--- src/rtl/video_timing_gen.sv ---
// video_timing_gen: programmable raster timing generator with frame-boundary
// shadowing of all timing inputs and registered, mutually aligned outputs.
module video_timing_gen #(
    parameter int X_BITS = 13,
    parameter int Y_BITS = 13
) (
    input  logic              clk_in,
    input  logic              reset,
    input  logic              ce_pix,
    input  logic [X_BITS-1:0] h_total,
    input  logic [X_BITS-1:0] h_active,
    input  logic [X_BITS-1:0] h_fp,
    input  logic [X_BITS-1:0] h_sync,
    input  logic [Y_BITS-1:0] v_total,
    input  logic [Y_BITS-1:0] v_active,
    input  logic [Y_BITS-1:0] v_fp,
    input  logic [Y_BITS-1:0] v_sync,
    input  logic              hs_pol,
    input  logic              vs_pol,
    output logic [X_BITS-1:0] x,
    output logic [Y_BITS-1:0] y,
    output logic              hn_out,
    output logic              vn_out,
    output logic              dn_out,
    output logic              line_start,
    output logic              frame_start
);
    localparam int SW = 4 * X_BITS + 4 * Y_BITS + 2;

    logic [SW-1:0]     shd_q, shd_d, shd_in;
    logic [X_BITS-1:0] h_total_s, h_active_s, h_fp_s, h_sync_s;
    logic [Y_BITS-1:0] v_total_s, v_active_s, v_fp_s, v_sync_s;
    logic              hs_pol_s, vs_pol_s;
    logic [X_BITS-1:0] hc_q, hc_d, x_q, x_d;
    logic [Y_BITS-1:0] vc_q, vc_d, y_q, y_d;
    logic              load_pend_q, load_pend_d;
    logic              hn_q, hn_d, vn_q, vn_d, dn_q, dn_d, ls_q, ls_d, fs_q, fs_d;
    logic [X_BITS:0]   hc_nx, h_sync_beg, h_sync_end;
    logic [Y_BITS:0]   vc_nx, v_sync_beg, v_sync_end;
    logic              h_wrap, v_wrap, in_hs, in_vs;

    // All timing inputs travel as one shadow word so reload is a single capture.
    assign shd_in = {h_total, h_active, h_fp, h_sync, v_total, v_active, v_fp, v_sync, hs_pol, vs_pol};
    assign {h_total_s, h_active_s, h_fp_s, h_sync_s,
            v_total_s, v_active_s, v_fp_s, v_sync_s, hs_pol_s, vs_pol_s} = shd_q;

    assign hc_nx      = {1'b0, hc_q} + {{X_BITS{1'b0}}, 1'b1};
    assign vc_nx      = {1'b0, vc_q} + {{Y_BITS{1'b0}}, 1'b1};
    assign h_wrap     = hc_nx >= {1'b0, h_total_s};
    assign v_wrap     = vc_nx >= {1'b0, v_total_s};
    assign h_sync_beg = {1'b0, h_active_s} + {1'b0, h_fp_s};
    assign h_sync_end = h_sync_beg + {1'b0, h_sync_s};
    assign v_sync_beg = {1'b0, v_active_s} + {1'b0, v_fp_s};
    assign v_sync_end = v_sync_beg + {1'b0, v_sync_s};
    assign in_hs      = ({1'b0, hc_q} >= h_sync_beg) && ({1'b0, hc_q} < h_sync_end);
    assign in_vs      = ({1'b0, vc_q} >= v_sync_beg) && ({1'b0, vc_q} < v_sync_end);

    always_comb begin
        hc_d        = hc_q;
        vc_d        = vc_q;
        shd_d       = shd_q;
        load_pend_d = load_pend_q;
        x_d         = x_q;
        y_d         = y_q;
        hn_d        = hn_q;
        vn_d        = vn_q;
        dn_d        = dn_q;
        ls_d        = ls_q;
        fs_d        = fs_q;
        if (ce_pix && load_pend_q) begin
            shd_d       = shd_in;
            load_pend_d = 1'b0;
        end else if (ce_pix) begin
            x_d   = hc_q;
            y_d   = vc_q;
            dn_d  = (hc_q < h_active_s) && (vc_q < v_active_s);
            hn_d  = in_hs ? hs_pol_s : ~hs_pol_s;
            vn_d  = in_vs ? vs_pol_s : ~vs_pol_s;
            ls_d  = hc_q == '0;
            fs_d  = (hc_q == '0) && (vc_q == '0);
            hc_d  = h_wrap ? '0 : hc_nx[X_BITS-1:0];
            vc_d  = !h_wrap ? vc_q : v_wrap ? '0 : vc_nx[Y_BITS-1:0];
            shd_d = (h_wrap && v_wrap) ? shd_in : shd_q;
        end
    end

    always_ff @(posedge clk_in or posedge reset) begin
        if (reset) begin
            hc_q        <= '0;
            vc_q        <= '0;
            shd_q       <= '0;
            load_pend_q <= 1'b1;
            x_q         <= '0;
            y_q         <= '0;
            hn_q        <= 1'b0;
            vn_q        <= 1'b0;
            dn_q        <= 1'b0;
            ls_q        <= 1'b0;
            fs_q        <= 1'b0;
        end else begin
            hc_q        <= hc_d;
            vc_q        <= vc_d;
            shd_q       <= shd_d;
            load_pend_q <= load_pend_d;
            x_q         <= x_d;
            y_q         <= y_d;
            hn_q        <= hn_d;
            vn_q        <= vn_d;
            dn_q        <= dn_d;
            ls_q        <= ls_d;
            fs_q        <= fs_d;
        end
    end

    assign x           = x_q;
    assign y           = y_q;
    assign hn_out      = hn_q;
    assign vn_out      = vn_q;
    assign dn_out      = dn_q;
    assign line_start  = ls_q;
    assign frame_start = fs_q;
endmodule

--- config.mk ---
export PLATFORM = sky130hd
export DESIGN_NAME = video_timing_gen
export DESIGN_NICKNAME = d
export VERILOG_FILES = /design/src/rtl/video_timing_gen.sv
export SDC_FILE = /design/constraint.sdc
export NUM_CORES = 1
export LEC_CHECK = 0
export CORE_MARGIN = 2
export CORE_UTILIZATION = 55
export DETAILED_ROUTE_END_ITERATION = 10
export PLACE_DENSITY_LB_ADDON = 0.3
export SYNTH_ARGS = -nofsm -noshare
export SYNTH_HDL_FRONTEND = slang
export SYNTH_SLANG_ARGS = --single-unit
--- constraint.sdc ---
create_clock -name clk_in -period 12.5 [get_ports clk_in]
set_clock_uncertainty 0.1 [all_clocks]
set_input_delay 1.25 -clock clk_in [delete_from_list [all_inputs] [get_ports clk_in]]
set_output_delay 1.25 -clock clk_in [all_outputs]
set_load 0.02 [all_outputs]
==> results by group, run 1 <==
Critical path
  • Flop-to-flop setup slack: 7490 ps
  • CP Max Fanout: 4
  • R2r worst-path depth: 22
  • CP cell instances: ha_1 -> inv_1 -> fa_1 -> nor2b_1 -> o21ai_0 -> a21o_1 -> a221oi_1 -> nor2_1 -> xnor2_1 -> ha_1 -> a21oi_1 -> nand2_1 -> o21ai_0 -> xor2_1 -> ha_1 -> o21ai_0 -> o21ai_0 -> o211ai_1 -> a211oi_1 -> a21oi_1 -> o2111ai_1 -> or3b_1
  • Critical setup path kind: flop to flop
  • Crit. End Element: flop
  • Slowest stage delay, CP: 400 ps
  • Crit path max-delay family: compound AO/OA/AOI/OAI gates
  • Slowest cell on the critical path: fa_1
  • Stages on worst setup path: 22
  • Critical path required time: 12720 ps
  • Critical path launch point type: flop
  • Critical Path AT: 5230 ps
  • WP buf/inv: 1
  • Most common cell on crit path: o21ai_0

Clocking
  • CTS root buffer: clkbuf_16
  • Post-CTS resize count: 0
  • Clock tree buffer depth: 2
  • CTS tree: yes
  • Hold buffers post-CTS: 0
  • Num CTS Buffers: 17
  • Post-CTS setup buffers: 0
  • Clock Sinks: 164
  • Clock Pin Slew Worst Setup and Hold Paths: 70 ps
  • H-tree depth: 4
  • Clk Latency, worst-skew pair: 450 ps

Routing
  • Vias per cell: 6.87
  • Post-route ant nets: 0
  • WL/cell: 20.9 um
  • Drc violations: 0
  • Pre-antenna DRT Iters: 9
  • WL final: around 45000 um
  • Total number of vias: 14900
  • Iteration-0 DRC count of the detailed router: 1914

Logic synthesis
  • Synth area leaders: dfrtp_1 28%, ha_1 14%, nand3_1 9.3%, o2111ai_1 6.6%, o21ai_0 3.2%
  • Syn Area/Cell: 8.19 um^2
  • Number of synthesized register bits: about 160
  • Synth top area share: 0.279
  • Mapped Cells: 1786
  • Register area share after synthesis: 0.280
  • Number of synthesis warnings: 0
  • Commonest cells post-synth: 273 x nand3_1, 163 x dfrtp_1, 158 x ha_1, 112 x nand2_1, 110 x o2111ai_1
  • Cell taking the most area after synthesis: dfrtp_1
  • Cell with the most instances after synthesis: nand3_1
  • FFs w/ async S/R, synth: 1.00
  • Primary FF master, synth: dfrtp_1
  • Syn_nets: 2057
  • Library cells used by synthesis: 69
  • Cell area after synthesis: 0.0146 mm^2
  • Post-synth EDFFs: 0

Die
  • # IOs: 140
  • Initial Util: 0.562
  • Row cnt: 59
  • Core box area: 0.0261 mm^2
  • Vert. Die Dim: 167 um
  • Die X: 167 um
  • Die ar.: 0.0279 mm^2

Layout
  • Ant diodes: 0
  • Multi-input logic area: roughly 0.0096 mm^2
  • Register area: about 0.0041 mm^2
  • Layout area overhead: 13.1%
  • Share of cells above drive strength 1: 0.0394
  • Final non-filler cell total: 2161
  • Filler Cell Count: 2273
  • # nets final: 2084

GRT
  • Initial antenna violation count: 0
  • GRT Residual Overflow: 0
  • Vias in the first global route: 14000
  • GRT Total Usage: 0.317
  • Pin count of the biggest net entering global routing: 116
  • First-pass GRT wire length: ~73000 um

Placed design
  • Placed wire-length estimate: between 20000 and 30000 um
  • Pre-CTS setup slack: 7600 ps
  • Input/output buffers: 139
  • Inst Count DP: 2129
  • GPL Wtd Cong: 0.953

Timing
  • Slew @ Worst Pin: 1190 ps
  • Pins Over Slew Limit: 0
  • Setup violators final: 0
  • Setup WS post-layout: 7490 ps
  • Worst slew margin: 0.208
  • Fmax: 200 MHz
  • Crit path time final: between 5000 and 6000 ps
  • Setup TNS: 0 ps
  • Tcrit/Tclk final: 0.401
  • RSZ-0062 raised after global routing: no
  • Final Hold Fails: 0

Hold path
  • Hold depth: 2
  • HP Class: flop to flop

Power and ir drop
  • Power Density: 79.3 mW/mm^2
  • Lkg Pwr: 7.77 nW
  • VDD IR-drop max: 0.0000799 V

Flow run
  • Max Cap Viol: 0

Status
  • Status: finished clean
[flip-flops by register name, indices dropped and copies added, names as in the netlist]
signal and flops:
dn_out 1, frame_start 1, hc_q 13, hn_out 1, line_start 1, load_pend_q 1
shd_q 106, vc_q 13, vn_out 1, x 13, y 13
[cell families after synthesis]
| family | Yosys count | share of synthesized area |
|---|---|---|
| AO/OA/AOI/OAI | 483 | 0.241 |
| XOR/XNOR | 67 | 0.0401 |
| adder cells (fa/ha/maj) | 162 | 0.141 |
| buffers and inverters | 247 | 0.0701 |
| flip-flops | 164 | 0.280 |
| multiplexers | 1 | 0.000769 |
| AND/OR/NAND/NOR | 662 | 0.227 |
[per-layer routing]
metal | vias to the layer above | GRT usage | share of wire | wire [um]
met1 | 7228 | 0.455 | 0.44 | 19700
met4 | 0 | 0.107 | 0.022 | 1010
met3 | 85 | 0.0520 | 0.089 | 4020
met5 | - | 0 | 0 | 0
li1 | 6764 | - | - | -
met2 | 775 | 0.488 | 0.45 | 20300
[where the power goes]
group          internal [W]  switching, W
logic             0.0000794     0.0000953
registers          0.000546     0.0000368
clock network      0.000303      0.000251
[cell type report]
class | instances | area share
timing repair buffer | 153 | 0.0903
multi-input combinational | 1375 | 0.577
clock inverter | 13 | 0.00892
inverter | 102 | 0.0234
tap | 335 | 0.0253
sequential | 164 | 0.248
clock buffer | 19 | 0.0268
[worst register-to-register path: stages (launching register included)]
cell and delay, ps:
dfrtp_1 380, ha_1 200, inv_1 60, fa_1 400, nor2b_1 130, o21ai_0 130, a21o_1 230, a221oi_1 350
nor2_1 90, xnor2_1 320, ha_1 320, a21oi_1 180, nand2_1 90, o21ai_0 230, xor2_1 110, ha_1 300
o21ai_0 90, o21ai_0 170, o211ai_1 120, a211oi_1 240, a21oi_1 90, o2111ai_1 190, or3b_1 360
[worst paths after layout]
path / start / endpoint
worst max-delay path: shd_q[80] / hn_out
worst max register to register: shd_q[80] / hn_out
min in group asynchronous: reset / shd_q[13]
worst min-delay path: line_start / line_start
max in group asynchronous: reset / vc_q[9]
worst min register to register: line_start / line_start
[per-stage QoR]
stage	util	total power [W]	cell area [um^2]	hold slack (ps)
after floorplan	-	0.000670	14600	411
after global placement	0.612	0.000756	16000	360
after detailed placement	0.612	0.000762	16000	362
after CTS	0.635	0.00131	16600	380
after global routing	0.635	0.00135	16600	409
final	0.635	0.00131	16600	377
[placed cells by master, fill, tap and decap left out, types with 66 or more instances in the layout]
master | Yosys | layout
a21oi_1 | 74 | 74
clkdlybuf4s50_1 | 0 | 138
dfrtp_1 | 163 | 163
ha_1 | 158 | 158
inv_1 | 100 | 99
nand2_1 | 112 | 112
nand3_1 | 273 | 272
nor2_1 | 93 | 92
nor2b_1 | 66 | 66
o2111ai_1 | 110 | 110
o21ai_0 | 95 | 95
(Power assumes the default switching activity.)
==> inputs of run 2 (changes only) <==
CORE_UTILIZATION = 54   (was 55)
clock period = 4.55 ns   (was 12.5 ns; I/O delays follow)
==> run 2 against run 1 <==
  * The flow now finishes with violations (negative setup slack)
  * Combinational power rose to 3.1 times the previous value
  * Power rose to 2.8 times the previous value
  * Count of clock-buffer cells in the layout up 1
  * Sequential share of layout area shrank 1.1 points
  * Maximum frequency is 7.0% higher
  * Final cell count rose by 2.6%
  * Cell area grew 4.6%
  * Worst hold slack about the same
  * Sequential cell count unchanged
  * Routed wire length grew 2.5%
  * Worst setup slack got worse by 7600 ps
  * Clock power rose to 2.9 times the previous value
  * Critical path type unchanged
  * Critical endpoint is now vn_out
  * Highest routed layer unchanged
==> results by group, run 2 (same netlist as run 1, synthesis figures left out) <==
Status
  • Status: complete, but fails checks
  • Failing checks: negative setup slack

Timing
  • Crit path time final: 4680 ps (-327 ps)
  • Tcrit/Tclk final: 1.03 (+0.628)
  • Setup WS post-layout: -131 ps (-7620 ps)
  • Final Hold Fails: 0 (unchanged)
  • Setup TNS: -174 ps (-174 ps)
  • Worst slew margin: 0.313 (+0.105)
  • Fmax: 214 MHz (+7.0%)
  • Slew @ Worst Pin: 1030 ps (-157 ps)
  • Pins Over Slew Limit: 0 (unchanged)
  • RSZ-0062 raised after global routing: yes
  • Setup violators final: 2 (+2)

Power and ir drop
  • Switching power share of the total: 0.286 (-0.00596)
  • Lkg Pwr: 8.10 nW (+4.2%)
  • P_int: 0.00266 W (+190%)
  • Pwr Total: 0.00372 W (+180%)
  • Clock power frac: 0.432 (+0.009)
  • Sequential Power Share: 0.420 (-0.024)
  • Comb pwr share: 0.148 (+0.015)
  • Power Density: 215 mW/mm^2 (+170%)
  • VDD IR-drop max: 0.000193 V (+140%)
  • Psw: 0.00107 W (+180%)

Clocking
  • H-tree depth: 4 (unchanged)
  • Num CTS Buffers: 17 (unchanged)
  • Clk Latency, worst-skew pair: 450 ps (about the same)
  • Clock tree buffer depth: 2 (unchanged)
  • Clock Sinks: 164 (unchanged)
  • CTS root buffer: clkbuf_16
  • Clock Pin Slew Worst Setup and Hold Paths: 70 ps (about the same)
  • CTS tree: yes

Flow run
  • Max Cap Viol: 0 (unchanged)

GRT
  • First-pass GRT wire length: 74100 um (+1.2%)
  • GRT Residual Overflow: 0 (unchanged)
  • Pin count of the biggest net entering global routing: 165 (+42%)
  • Vias in the first global route: 14400 (+2.5%)
  • GRT Total Usage: 0.319 (+0.00227)
  • Initial antenna violation count: 0 (unchanged)

Routing
  • Iteration-0 DRC count of the detailed router: 1923 (+0.47%)
  • Total number of vias: 15100 (+1.9%)
  • WL/cell: 20.8 um (-0.11%)
  • Vias per cell: 6.82 (-0.77%)
  • WL final: 46200 um (+2.5%)
  • Drc violations: 0 (unchanged)
  • Pre-antenna DRT Iters: 7 (-2)
  • Post-route ant nets: 0 (unchanged)

Critical path
  • CP cell instances: ha_2 -> inv_2 -> fa_2 -> nor2b_1 -> o21a_1 -> o21ai_0 -> a21oi_1 -> a21oi_1 -> xnor2_2 -> ha_1 -> a21o_1 -> a21o_1 -> a31oi_1 -> o21bai_1 -> xnor2_1 -> ha_1 -> a21o_1 -> a21oi_1 -> o21a_1 -> a311oi_2 -> o31a_1 -> o31ai_2
  • Critical Path AT: 4920 ps (-310 ps)
  • CP Max Fanout: 3 (-1)
  • Critical path launch point type: flop
  • Critical setup path kind: flop to flop
  • Slowest stage delay, CP: 360 ps (-40 ps)
  • Flop-to-flop setup slack: -130 ps (-7620 ps)
  • WP buf/inv: 1 (unchanged)
  • Crit. End Element: flop
  • Crit path max-delay family: compound AO/OA/AOI/OAI gates
  • Critical path required time: 4790 ps (-7930 ps)
  • Slowest cell on the critical path: dfrtp_1

Die
  • Row cnt: 60 (+1.7%)
  • Initial Util: 0.546 (-0.0155)
  • Vert. Die Dim: 169 um (+0.90%)
  • Die X: 169 um (+0.90%)
  • Die ar.: 0.0284 mm^2 (+1.8%)
  • Core box area: 0.0268 mm^2 (+2.8%)
  • # IOs: 140 (unchanged)

Layout
  • Most common cell after layout, fill and taps aside: nand3_1
  • Layout area overhead: 18.3%
  • Biggest register: shd_q
  • Most frequent cells in the layout: 271 x nand3_1, 163 x dfrtp_1, 152 x ha_1, 138 x clkdlybuf4s50_1, 111 x nand2_1
  • Filler Cell Count: 2208 (-2.9%)
  • Multi-input logic area: 0.00981 mm^2 (+2.7%)
  • Largest register FFs: 106 (unchanged)
  • Register area: 0.00411 mm^2 (unchanged)
  • Ant diodes: 0 (unchanged)
  • Share of cells above drive strength 1: 0.0911 (+0.0517)
  • # nets final: 2135 (+2.4%)
  • Final non-filler cell total: 2218 (+2.6%)

Placed design
  • Placed wire-length estimate: 30200 um (+3.5%)
  • Inst Count DP: 2171 (+2.0%)
  • Input/output buffers: 139 (unchanged)
  • GPL Wtd Cong: 0.929 (-2.5%)

Hold path
  • HP Class: flop to flop
==> run 2: cell count changes in the layout (fill, tap and decap cells not counted), moves of 4 or more <==
cell / previous run / this run
a21oi_1: 74 / 67
ha_1: 158 / 152
o31ai_1: 6 / 1
o21ai_0: 95 / 87
a21oi_2: 0 / 6
o21ai_2: 0 / 5
o31ai_2: 0 / 4
buf_4: 15 / 60
a211oi_1: 12 / 8
buf_12: 0 / 5
==> run 2: what timing repair did <==
action	4_1_cts	5_1_grt
hold buffers	0	0
pin swaps	26	41
setup buffers	6	9
endpoints found under the setup margin	2	2
resized for setup	28	34
==> run 2: tightest hold or removal path, cell delays in order, from the launching register on <==
cell and delay [ps]:
dfrtp_1 340, nand2_1 50, nand2_1 50
==> run 2: worst paths after layout <==
check                            endpoint  startpoint  depth (start not counted)
worst min-delay path                x[12]       x[12]                          2
worst max register to register     vn_out   shd_q[15]                         22
min in group asynchronous        shd_q[4]       reset                          3
worst max-delay path               vn_out   shd_q[15]                         22
max in group asynchronous       shd_q[18]       reset                          3
worst min register to register      x[12]       x[12]                          2
==> run 2: cell type report <==
| class | count | area share |
|---|---|---|
| Sequential cell | 164 | 0.237 |
| Clock buffer | 20 | 0.0270 |
| Tap cell | 341 | 0.0246 |
| Clock inverter | 12 | 0.00961 |
| Inverter | 102 | 0.0223 |
| Multi-Input combinational cell | 1375 | 0.567 |
| Timing Repair Buffer | 204 | 0.112 |
==> run 2: power by group through the flow <==
stage               combinational [W]  clock, W  sequential [W]
CTS                          0.000541   0.00160         0.00156
global route                 0.000597   0.00166         0.00157
global placement             0.000522         0         0.00159
detailed placement           0.000539         0         0.00159
finish                       0.000550   0.00161         0.00156
floorplan                    0.000240         0         0.00160
==> run 2: per-layer routing <==
metal | part of all wire | global-route usage | vias to the layer above
li1 | - | - | 6874
met1 | 0.44 | 0.452 | 7294
met2 | 0.45 | 0.497 | 844
met3 | 0.089 | 0.0479 | 115
met4 | 0.027 | 0.119 | 0
met5 | 0 | 0 | -
==> run 2: stage by stage <==
step	utilization	instance area (um^2)	hold WS (ps)	worst slack, ps
final	0.646	17300	377	-131
after global routing	0.646	17300	410	-317
after CTS	0.638	17100	384	-53.5
after detailed placement	0.608	16300	367	-232
after global placement	0.608	16300	360	-69.1
after floorplan	-	14600	411	118
